File: src/rtl/fifo_push_arbiter_if.sv
// Requester/FIFO push bundle; arbiter connects through master, the environment through slave.
// Macro FIFO_PUSH_ARB_TAG_EN widens push_data_o by the requester index.
interface fifo_push_arbiter_if #(
    parameter int NUM_REQ    = 4,
    parameter int DATA_WIDTH = 32
);
    localparam int ID_W = $clog2(NUM_REQ);
`ifdef FIFO_PUSH_ARB_TAG_EN
    localparam int PUSH_W = DATA_WIDTH + 1 + ID_W;
`else
    localparam int PUSH_W = DATA_WIDTH + 1;
`endif

    logic [NUM_REQ-1:0]                  req_valid_i;
    logic [NUM_REQ*(DATA_WIDTH+1)-1:0]   req_data_i;
    logic [NUM_REQ-1:0]                  req_grant_o;
    logic                                push_valid_o;
    logic [PUSH_W-1:0]                   push_data_o;
    logic                                push_grant_i;
    logic [ID_W-1:0]                     owner_o;
    logic                                locked_o;

    modport master (
        input  req_valid_i, req_data_i, push_grant_i,
        output req_grant_o, push_valid_o, push_data_o, owner_o, locked_o
    );

    modport slave (
        output req_valid_i, req_data_i, push_grant_i,
        input  req_grant_o, push_valid_o, push_data_o, owner_o, locked_o
    );
endinterface

File: src/rtl/fifo_push_arbiter.sv
// Round-robin arbiter sharing one FIFO push port, owner locked for up to MAX_BURST beats.
// Latency: zero-cycle combinational select/grant; state updates on transfer edges.
// Backpressure: push_grant_i low freezes grants, state, pointer and burst count. Macro: FIFO_PUSH_ARB_TAG_EN.
module fifo_push_arbiter #(
    parameter int NUM_REQ    = 4,
    parameter int DATA_WIDTH = 32,
    parameter int MAX_BURST  = 4
) (
    input  logic                clk,
    input  logic                rst_n,
    fifo_push_arbiter_if.master bus
);
    localparam int ID_W  = $clog2(NUM_REQ);
    localparam int CNT_W = $clog2(MAX_BURST + 1);
    localparam int DW1   = DATA_WIDTH + 1;

    typedef enum logic {IDLE, LOCKED} state_t;

    state_t            r_state;
    logic [ID_W-1:0]   r_owner;
    logic [ID_W-1:0]   r_rr_ptr;
    logic [CNT_W-1:0]  r_beat_cnt;

    logic              w_search_hit;
    logic [ID_W-1:0]   w_search_idx;
    logic [ID_W:0]     w_sum;
    logic [ID_W-1:0]   w_sel;
    logic              w_sel_any;
    logic              w_sel_req_vld;
    logic [DATA_WIDTH:0] w_sel_dat;
    logic              w_push_vld;
    logic              w_xfer;
    logic              w_owner_vld;

    function automatic logic [ID_W-1:0] next_idx(input logic [ID_W-1:0] x);
        return (x == ID_W'(NUM_REQ - 1)) ? '0 : x + 1'b1;
    endfunction

    // First valid requester at or after the round-robin pointer, wrapping.
    always_comb begin
        w_search_hit = 1'b0;
        w_search_idx = '0;
        w_sum        = '0;
        for (int i = 0; i < NUM_REQ; i++) begin
            w_sum = {1'b0, r_rr_ptr} + (ID_W+1)'(i);
            if (w_sum >= (ID_W+1)'(NUM_REQ))
                w_sum = w_sum - (ID_W+1)'(NUM_REQ);
            if (!w_search_hit && bus.req_valid_i[w_sum[ID_W-1:0]]) begin
                w_search_hit = 1'b1;
                w_search_idx = w_sum[ID_W-1:0];
            end
        end
    end

    assign w_sel     = (r_state == LOCKED) ? r_owner : w_search_idx;
    assign w_sel_any = (r_state == LOCKED) || w_search_hit;

    always_comb begin
        w_sel_req_vld = 1'b0;
        w_sel_dat     = '0;
        for (int k = 0; k < NUM_REQ; k++) begin
            if (w_sel == ID_W'(k)) begin
                w_sel_req_vld = bus.req_valid_i[k];
                w_sel_dat     = bus.req_data_i[k*DW1 +: DW1];
            end
        end
    end

    // Outputs are gated by rst_n so they read zero for the whole reset window.
    assign w_push_vld  = rst_n && w_sel_any && w_sel_req_vld;
    assign w_xfer      = w_push_vld && bus.push_grant_i;
    assign w_owner_vld = w_sel_req_vld;

    always_comb begin
        bus.req_grant_o = '0;
        for (int k = 0; k < NUM_REQ; k++)
            bus.req_grant_o[k] = w_xfer && (w_sel == ID_W'(k));
    end

    assign bus.push_valid_o = w_push_vld;
`ifdef FIFO_PUSH_ARB_TAG_EN
    assign bus.push_data_o  = w_push_vld ? {w_sel, w_sel_dat} : '0;
`else
    assign bus.push_data_o  = w_push_vld ? w_sel_dat : '0;
`endif
    assign bus.owner_o      = (rst_n && w_sel_any) ? w_sel : '0;
    assign bus.locked_o     = (r_state == LOCKED);

    always_ff @(posedge clk or negedge rst_n) begin
        if (!rst_n) begin
            r_state    <= IDLE;
            r_owner    <= '0;
            r_rr_ptr   <= '0;
            r_beat_cnt <= '0;
        end else if (bus.push_grant_i) begin
            case (r_state)
                IDLE: begin
                    if (w_xfer) begin
                        if (MAX_BURST > 1) begin
                            r_state    <= LOCKED;
                            r_owner    <= w_sel;
                            r_beat_cnt <= CNT_W'(1);
                        end else begin
                            r_rr_ptr   <= next_idx(w_sel);
                        end
                    end
                end
                LOCKED: begin
                    // Owner dropping valid releases the port after one bubble.
                    if (!w_owner_vld || (r_beat_cnt + 1'b1 == CNT_W'(MAX_BURST))) begin
                        r_state    <= IDLE;
                        r_rr_ptr   <= next_idx(r_owner);
                        r_beat_cnt <= '0;
                    end else begin
                        r_beat_cnt <= r_beat_cnt + 1'b1;
                    end
                end
                default: r_state <= IDLE;
            endcase
        end
    end
endmodule

File: src/flat_wrapper.sv
// flat-port wrapper written by rule: the top's interface ports become plain ports
module fifo_push_arbiter_flat 
#(
    parameter int NUM_REQ    = 4,
    parameter int DATA_WIDTH = 32,
    parameter int MAX_BURST  = 4
)
  (clk, rst_n, bus_req_valid_i, bus_req_data_i, bus_push_grant_i, bus_req_grant_o, bus_push_valid_o, bus_push_data_o, bus_owner_o, bus_locked_o);
  fifo_push_arbiter_if #(.NUM_REQ(NUM_REQ), .DATA_WIDTH(DATA_WIDTH)) bus_i ();
  input  logic clk;
  input  logic rst_n;
  input wire logic [$bits(bus_i.req_valid_i)-1:0] bus_req_valid_i;
  input wire logic [$bits(bus_i.req_data_i)-1:0] bus_req_data_i;
  input wire logic [$bits(bus_i.push_grant_i)-1:0] bus_push_grant_i;
  output wire logic [$bits(bus_i.req_grant_o)-1:0] bus_req_grant_o;
  output wire logic [$bits(bus_i.push_valid_o)-1:0] bus_push_valid_o;
  output wire logic [$bits(bus_i.push_data_o)-1:0] bus_push_data_o;
  output wire logic [$bits(bus_i.owner_o)-1:0] bus_owner_o;
  output wire logic [$bits(bus_i.locked_o)-1:0] bus_locked_o;
  assign bus_i.req_valid_i = bus_req_valid_i;
  assign bus_i.req_data_i = bus_req_data_i;
  assign bus_i.push_grant_i = bus_push_grant_i;
  assign bus_req_grant_o = bus_i.req_grant_o;
  assign bus_push_valid_o = bus_i.push_valid_o;
  assign bus_push_data_o = bus_i.push_data_o;
  assign bus_owner_o = bus_i.owner_o;
  assign bus_locked_o = bus_i.locked_o;
  fifo_push_arbiter #(.NUM_REQ(NUM_REQ), .DATA_WIDTH(DATA_WIDTH), .MAX_BURST(MAX_BURST)) u_core (.clk(clk), .rst_n(rst_n), .bus(bus_i));
endmodule
File: config.mk
export PLATFORM = sky130hd
export DESIGN_NAME = fifo_push_arbiter_flat
export DESIGN_NICKNAME = d
export VERILOG_FILES = /design/src/rtl/fifo_push_arbiter_if.sv /design/src/rtl/fifo_push_arbiter.sv /design/src/flat_wrapper.sv
export SDC_FILE = /design/constraint.sdc
export NUM_CORES = 1
export LEC_CHECK = 0
export CAP_MARGIN = 40
export CORE_ASPECT_RATIO = 0.9
export CORE_MARGIN = 3
export CORE_UTILIZATION = 25
export DETAILED_ROUTE_END_ITERATION = 8
export GPL_ROUTABILITY_DRIVEN = 0
export GPL_TIMING_DRIVEN = 0
export PLACE_DENSITY_LB_ADDON = 0.3
export SLEW_MARGIN = 20
export SYNTH_ARGS = -nofsm -noshare
export SYNTH_HDL_FRONTEND = slang
export SYNTH_SLANG_ARGS = --single-unit
File: constraint.sdc
create_clock -name clk -period 6.66 [get_ports clk]
set_input_delay 1.332 -clock clk [delete_from_list [all_inputs] [get_ports clk]]
set_output_delay 1.332 -clock clk [all_outputs]
set_load 0.1 [all_outputs]
Word-level counts from Yosys, hierarchy flattened
Cells that the tools add are included.

Register bits after elaboration: 8. Output and inout bits: 41. Word-level logic and storage cells: 89. Input bits: 139.

Bitwise operators: 1. Reductions and logical operators: 20. Magnitude comparators: 8. Add/subtract/negate cells: 9. Muxes and demuxes: 40. Equal/unequal tests: 7.

Operator list (number): 33-bit 2-to-1 mux (5); 2-bit 2-to-1 mux (13); 1-bit 2-to-1 mux (14); 2-bit by 3-bit < comparator with 1-bit output, second input constant (4); 1-bit logical AND (10); 3-bit greater-or-equal comparator, second input constant (3); 1-bit binary-select mux with 2-bit select (4); 2-bit by 1-bit subtractor with 2-bit output, second input constant (4); 2-bit by 2-bit adder with 3-bit output, second input constant (2); 2-bit equality test, second input constant (3); 3-bit 2-to-1 mux (2); 3-bit one-hot mux with 2 select lines (1); 3-bit AND reduction (2); 1-bit logical NOT (4); 2-bit by 1-bit adder with 3-bit output, second input constant (1); 3-bit by 1-bit adder with 3-bit output, second input constant (1); 3-bit equality test, second input constant (1); 2-bit by 3-bit greater-or-equal comparator with 1-bit output, second input constant (1); 2-bit by 1-bit adder with 2-bit output, second input constant (1); 2-bit by 1-bit equality test with 1-bit output, second input constant (1); 2-bit logical NOT (1); 1-bit logical OR (2); 2-bit by 1-bit inequality test with 1-bit output, second input constant (1); 2-bit inequality test, second input constant (1); other kinds (3) (3).

Longest topological paths before layout
Gate-level depths: netlist (run 1).

Word-level depth: 24. Gate-level depth with buffers: 8. Gate-level depth less buffers: 6.

Least setup slack after synthesis (run 1)
Ideal clock, no wire load.

Path kind: input port to output port. Start point: input bus_req_valid_i[2]. End point: output bus_push_data_o[10]. Path buffers: 2. Arrival: 3688 ps. Setup slack: 1640 ps. Required time: 5328 ps. Stages on the path: 8. Cell sequence: buf_6 -> nand2b_1 -> a21oi_2 -> o41ai_4 -> o32ai_2 -> nor2_2 -> buf_2 -> and2_1.

Cells in the longest elaborated chain, start to end: 20. Elaborated cells between the ends (all ways): 39. Classes of those cells: eq/ne (3); mux (26); reduce/logical (10).

RTL lines: from (decl) (line flat_wrapper.sv:12) `input wire logic [$bits(bus_i.req_valid_i)-1:0] bus_req_valid_i;`; 1-bit binary-select mux with 2-bit select (line fifo_push_arbiter.sv:48) `if (!w_search_hit && bus.req_valid_i[w_sum[ID_W-1:0]]) begin`; 1-bit 2-to-1 mux (not written as such) (line fifo_push_arbiter.sv:48); 1-bit 2-to-1 mux (line fifo_push_arbiter.sv:48); 1-bit logical NOT (line fifo_push_arbiter.sv:48); 1-bit logical AND (line fifo_push_arbiter.sv:48); 1-bit 2-to-1 mux (line fifo_push_arbiter.sv:48); 1-bit logical NOT (line fifo_push_arbiter.sv:48); 1-bit logical AND (line fifo_push_arbiter.sv:48); (+2 left out); 1-bit logical AND (line fifo_push_arbiter.sv:48); 2-bit 2-to-1 mux (line fifo_push_arbiter.sv:48); 2-bit 2-to-1 mux (line fifo_push_arbiter.sv:55) `assign w_sel = (r_state == LOCKED) ? r_owner : w_search_idx;`; 2-bit logical NOT (line fifo_push_arbiter.sv:62) `if (w_sel == ID_W'(k)) begin`; 1-bit 2-to-1 mux (4 in series) (line fifo_push_arbiter.sv:62); 1-bit logical AND (*) (line fifo_push_arbiter.sv:70) `assign w_push_vld = rst_n && w_sel_any && w_sel_req_vld;`; via bus_push_valid_o (line flat_wrapper.sv:16) `output wire logic [$bits(bus_i.push_valid_o)-1:0] bus_push_valid_o;`; 33-bit 2-to-1 mux (*) (line fifo_push_arbiter.sv:84) `assign bus.push_data_o = w_push_vld ? w_sel_dat : '0;`; to (decl) (line flat_wrapper.sv:17) `output wire logic [$bits(bus_i.push_data_o)-1:0] bus_push_data_o;`.

The timed path passes the listed nets; every way through them passes the cells marked *. The select of a mux whose other input is x is not followed.

Final worst setup path (run 1)
Start point: input bus_req_valid_i[1]. End point: output bus_push_data_o[16].

Cells in the longest elaborated chain, start to end: 20. Elaborated cells between the ends (all ways): 39. Classes of those cells: eq/ne (3); mux (26); reduce/logical (10).

RTL lines (line): 1-bit binary-select mux with 2-bit select (fifo_push_arbiter.sv:48); 1-bit 2-to-1 mux (not written as such) (fifo_push_arbiter.sv:48); 1-bit 2-to-1 mux (fifo_push_arbiter.sv:48); 1-bit logical NOT (fifo_push_arbiter.sv:48); 1-bit logical AND (fifo_push_arbiter.sv:48); 1-bit 2-to-1 mux (fifo_push_arbiter.sv:48); 1-bit logical NOT (fifo_push_arbiter.sv:48); 1-bit logical AND (fifo_push_arbiter.sv:48); 1-bit 2-to-1 mux (fifo_push_arbiter.sv:48); 1-bit logical NOT (fifo_push_arbiter.sv:48); 1-bit logical AND (fifo_push_arbiter.sv:48); 2-bit 2-to-1 mux (fifo_push_arbiter.sv:48); 2-bit 2-to-1 mux (fifo_push_arbiter.sv:55); 2-bit logical NOT (fifo_push_arbiter.sv:62); 1-bit 2-to-1 mux (4 in series) (fifo_push_arbiter.sv:62); 1-bit logical AND (fifo_push_arbiter.sv:70); 33-bit 2-to-1 mux (*) (fifo_push_arbiter.sv:84).

Mark *: on every way between the ends. The rest lies on a longest branch, timed or not. The select of a mux whose other input is x is not followed.

==> results.ini, run 1 <==
[die]
die_h_um=88.4
die_w_um=97.6
num_io_pins=180
rows=29
initial_utilization=0.263
die_area_mm2=0.00863
core_area_mm2=0.00718

[final_layout]
num_antenna_cells=0
nNetsFinal=531
regArea_um2=200
multi_input_area_mm2=0.00152
fill_cells=575
area_growth_pct=140
layout-drive-gt1-share=0.238
fin_util=0.629

[worst_setup_path]
startpoint_type=input pin
cp_data_required_time_ns=5.33
critPathKind=input pin to output pin
cp_common_cell=clkdlybuf4s50_1
crit_fanout=10
path_buf_inv=5
cp_data_arrival_time_ns=4.35
crit_slowest_cell=clkdlybuf4s50_1
max_stage_delay_ns=0.50
worstPathCellList=clkdlybuf4s50_1 -> inv_1 -> o22a_1 -> nand4_1 -> o21ai_2 -> buf_2 -> mux4_2 -> and2_1 -> clkdlybuf4s50_1 -> buf_16
crit_cells=10
critical-path-top-delay-family=buffers and inverters
end_kind=output pin
r2r_cells=7

[clock_tree]
path_clk_slew_ns=0.04
clock_path_buffers=2
cts_tree=built
h-tree-depth=1
cts.sinks=8
cts_resized=0
post_cts_buffers=0
root_buffer=clkbuf_8
cts_buffers=3
clock_latency_ns=0.23
hold_buffers=0

[pwr]
p_switching_w=0.00125
internal-power_w=0.00108
ir_worst_vdd_mv=0.286
p_leak_nw=1.77
powerDensity_mw_per_mm2=515
design_power_total_w=0.00233
p_comb_frac=0.931
pwr-share-clk=0.025
p_seq_frac=0.043
swShare=0.538

[placement]
pre_cts_ws_ns=0.989
io_buffer_count=177
detailed_place_hpwl_um=7920

[sta]
hold_viol=0
max_freq_ghz=0.176
slew_violations=0
max_slew_margin=0.628
setup_ws_ns=0.982
finalCritPeriodShare=0.853
clock_skew_ns=0.00569
setup_violations=0
worst_pin_slew_ns=0.558
rsz0062_at_grt=no
finalSetupTns_ns=0
min_period_ns=5.68

[grt]
first_global_vias=2456
gr-total-overflow=0
antenna_found_initial=0
grt_max_degree=11
grt_usage=0.204
grt_pass1_wl_um=13800

[flow_run]
cap_violations=0

[synthesis]
seq_area_frac_synth=0.106
avgSynthCellArea_um2=11.4
synth_warnings=0
synth_edf_count=0
synthesis.area_mm2=0.00189
synthesis.nets=308
async_flop_share=1.00
ys.flop_type=dfrtp_1
yosysUniqueCellTypes=51
ys_ff_latch=8
postSynthCellCount=166

[route]
drt_iter0_drc=79
avgRoutedWirePerCell_um=19.1
postRouteAntennaNets=0
first_pass_iters=4
routed_wl_um=9150
vias=2344
via_per_inst=4.88
drc_errors=0

[status]
outcome=finished clean

[hold_path]
hold_depth=1
worstHoldPathType=register to register

[cells in the final DEF, fill, tap and decap left out, types with 2 or more instances in the layout]
cell	count
a21oi_1	2
and2_1	33
and4_1	2
and4b_1	2
buf_12	2
buf_16	7
buf_2	6
buf_6	3
buf_8	35
clkbuf_1	4
clkbuf_8	3
clkdlybuf4s50_1	177
dfrtp_1	8
ha_1	3
inv_1	6
mux2_2	2
mux2i_1	2
mux4_1	8
mux4_2	26
nand2_1	5
nand3_1	3
nand3b_1	2
nor2_1	7
nor2b_1	3
nor3_1	3
o21ai_0	3
o22a_1	2
o31ai_1	2
[Yosys cell counts (4+ instances only)]
cell type,count,share of area
nand2_1,5,0.0099
dfrtp_1,8,0.11
nor2_1,7,0.014
inv_1,6,0.012
buf_2,6,0.016
clkbuf_1,4,0.0080
and2_1,33,0.11
mux4_1,8,0.11
mux4_2,26,0.31
[sequential cells by signal, summed over array words and instances, names as in the netlist]
signal / count
u_core.r_beat_cnt: 3
u_core.r_rr_ptr: 2
u_core.r_owner: 2
u_core.bus.locked_o: 1
[path summary, 6_finish.rpt]
check / startpoint / end / slack (ns)
worst max-delay path: bus_req_valid_i[1] / bus_push_data_o[16] / 0.98
worst min-delay path: u_core.r_owner[0]$_DFFE_PN0P_ / u_core.r_owner[0]$_DFFE_PN0P_ / 0.56
worst max register to register: u_core.r_rr_ptr[0]$_DFFE_PN0P_ / u_core.r_owner[0]$_DFFE_PN0P_ / 4.46
worst min register to register: u_core.r_owner[0]$_DFFE_PN0P_ / u_core.r_owner[0]$_DFFE_PN0P_ / 0.56
max in group asynchronous: rst_n / u_core.r_owner[1]$_DFFE_PN0P_ / 4.90
min in group asynchronous: rst_n / u_core.r_beat_cnt[2]$_DFFE_PN0P_ / 1.43
[power groups by stage]
stage               sequential [W]  combinational (W)  clock (W)
finish                    0.000101            0.00217  0.0000592
global placement          0.000100            0.00178          0
CTS                       0.000100            0.00219  0.0000609
detailed placement        0.000101            0.00218          0
global route              0.000105            0.00227  0.0000639
floorplan                 0.000118            0.00138          0
[routing by layer]
| layer | routed length (um) | share of wire | GRT usage | up-vias |
|---|---|---|---|---|
| met5 | 0 | 0 | 0 | - |
| met3 | 569 | 0.062 | 0.0496 | 19 |
| met2 | 4820 | 0.53 | 0.360 | 98 |
| met4 | 204 | 0.022 | 0.0465 | 0 |
| li1 | - | - | - | 1104 |
| met1 | 3560 | 0.39 | 0.256 | 1123 |
[layout make-up]
cell class              count  area share
plain buffers              17      0.0313
clock buffers               3     0.00914
inverters                   6     0.00498
multi-input cells         135       0.337
flip-flops and latches      8      0.0443
well taps                  93      0.0257
repair buffers            218       0.548
[through the flow]
step / hold slack [ns] / std cells / instance area, um2
6_report: 0.555 / 480 / 4520
5_1_grt: 0.594 / 480 / 4520
4_1_cts: 0.560 / 480 / 4520
3_5_place_dp: 0.543 / 477 / 4480
3_3_place_gp: 0.546 / 436 / 3770
2_1_floorplan: 0.516 / 166 / 1890
[logic make-up after synthesis]
kind of cell / share of synthesized area
simple gates: 0.226
compound gates: 0.106
buf+inv: 0.0869
flops: 0.106
mux: 0.450
fa+ha+maj: 0.0199
xor+xnor: 0.00464
[worst register-to-register path, cell delays in order, from the launching register on]
cell,delay (ns)
dfrtp_1,0.36
buf_2,0.18
nor4bb_1,0.14
nor3_1,0.22
a2bb2oi_1,0.24
o31ai_2,0.13
or3b_1,0.47
mux2_1,0.33
No activity file was read; power rests on OpenSTA's default activity.
==> run 2, diff against run 1 <==
Settings changed: CORE_MARGIN 3 to default.
==> results.ini, run 2 (synthesis results as in run 1) <==
[die]
die_h_um=84.4
core_area_mm2=0.00718
rows=29
num_io_pins=180
initial_utilization=0.263
die_area_mm2=0.00790
die_w_um=93.6

[pwr]
p_switching_w=0.00124
pwr-share-clk=0.025
ir_worst_vdd_mv=0.280
powerDensity_mw_per_mm2=512
p_comb_frac=0.931
internal-power_w=0.00108
p_leak_nw=1.77
p_seq_frac=0.044
swShare=0.535
design_power_total_w=0.00231

[sta]
worst_pin_slew_ns=0.550
hold_viol=0
clock_skew_ns=0.00253
max_slew_margin=0.633
rsz0062_at_grt=no
slew_violations=0
setup_violations=0
finalCritPeriodShare=0.849
finalSetupTns_ns=0
setup_ws_ns=1.01
min_period_ns=5.65
max_freq_ghz=0.177

[hold_path]
worstHoldPathType=register to register

[worst_setup_path]
cp_data_arrival_time_ns=4.32
crit_fanout=10
rrSetupSlack_ns=4.40
critPathKind=input pin to output pin
r2r_cells=6
cp_data_required_time_ns=5.33
worstReg2RegStart=u_core.bus.locked_o$_DFFE_PN0P_
crit_end=bus_push_data_o[26]
startpoint=bus_req_valid_i[1]
startpoint_type=input pin
end_kind=output pin
timing.rr.end=u_core.r_rr_ptr[1]$_DFFE_PN0P_

[final_layout]
area_growth_pct=140
final_area_mm2=0.00452
largest-register=u_core.r_beat_cnt
reg_top3=u_core.r_beat_cnt (3), u_core.r_owner (2), u_core.r_rr_ptr (2)
mostFrequentLayoutCells=177 x clkdlybuf4s50_1, 35 x buf_8, 33 x and2_1, 26 x mux4_2
multi_input_area_mm2=0.00152
regArea_um2=200
fill_cells=548
num_antenna_cells=0
final_common_cell=clkdlybuf4s50_1
fin_util=0.629
layout-drive-gt1-share=0.238
largest_reg_flops=3
nNetsFinal=531

[grt]
grt_usage=0.208
antenna_found_initial=1
first_global_vias=2434
grt_pass1_wl_um=12600
gr-total-overflow=0
grt_max_degree=11

[clock_tree]
clock_path_buffers=2
cts_resized=0
clock_latency_ns=0.23
cts.sinks=8
cts_tree=built
path_clk_slew_ns=0.04
h-tree-depth=1
cts_buffers=3
hold_buffers=0
root_buffer=clkbuf_8
post_cts_buffers=0

[route]
avgRoutedWirePerCell_um=17.1
vias=2319
drt_iter0_drc=64
first_pass_iters=4
postRouteAntennaNets=0
routed_wl_um=8190
drc_errors=0
via_per_inst=4.83

[placement]
place_area_mm2=0.00448
detailed_place_hpwl_um=7130
io_buffer_count=177
pre_cts_ws_ns=0.972

[flow_run]
cap_violations=0

[status]
outcome=finished clean

==> run 2: critical path, stage by stage <==
cell and delay [ns]:
clkdlybuf4s50_1 0.51, inv_1 0.13, o22a_1 0.15, nand4_1 0.14, o21ai_2 0.48, buf_2 0.36
mux4_2 0.33, and2_1 0.17, clkdlybuf4s50_1 0.50, buf_16 0.21
==> run 2: power groups by stage <==
stage | logic, W | registers [W] | clock network, W
detailed placement | 0.00217 | 0.000101 | 0
floorplan | 0.00138 | 0.000118 | 0
global route | 0.00226 | 0.000105 | 0.0000628
global placement | 0.00178 | 0.000100 | 0
finish | 0.00215 | 0.000101 | 0.0000581
CTS | 0.00217 | 0.000100 | 0.0000603
==> run 2: worst min-delay path by stage <==
| stage | start | slack (ns) | to | depth (start not counted) |
|---|---|---|---|---|
| final | u_core.r_owner[1]$_DFFE_PN0P_ | 0.55 | u_core.r_owner[1]$_DFFE_PN0P_ | 2 |
| after global placement | u_core.r_owner[1]$_DFFE_PN0P_ | 0.54 | u_core.r_owner[1]$_DFFE_PN0P_ | 2 |
| after global routing | u_core.r_owner[1]$_DFFE_PN0P_ | 0.58 | u_core.r_owner[1]$_DFFE_PN0P_ | 2 |
| after CTS | u_core.r_owner[1]$_DFFE_PN0P_ | 0.56 | u_core.r_owner[1]$_DFFE_PN0P_ | 2 |
| after detailed placement | u_core.r_owner[0]$_DFFE_PN0P_ | 0.55 | u_core.r_owner[0]$_DFFE_PN0P_ | 1 |
| after floorplan | u_core.r_owner[0]$_DFFE_PN0P_ | 0.52 | u_core.r_owner[0]$_DFFE_PN0P_ | 1 |
==> run 2: cell type report <==
cell class,instances,share of cell area
Sequential cell,8,0.0443
Buffer,17,0.0313
Inverter,6,0.00498
Clock buffer,3,0.00914
Tap cell,93,0.0257
Timing Repair Buffer,218,0.548
Multi-Input combinational cell,135,0.337
==> run 2: layer usage <==
| metal | vias to the layer above | share of wire | GRT usage |
|---|---|---|---|
| met5 | - | 0.0015 | 0 |
| met3 | 20 | 0.077 | 0.0580 |
| met1 | 1088 | 0.38 | 0.243 |
| li1 | 1108 | - | - |
| met4 | 2 | 0.027 | 0.0587 |
| met2 | 101 | 0.51 | 0.372 |
==> run 2: per-stage QoR <==
stage                     instances  hold WS [ns]
final                           480         0.554
after global routing            480         0.582
after CTS                       480         0.557
after detailed placement        477         0.551
after global placement          436         0.543
after floorplan                 166         0.516
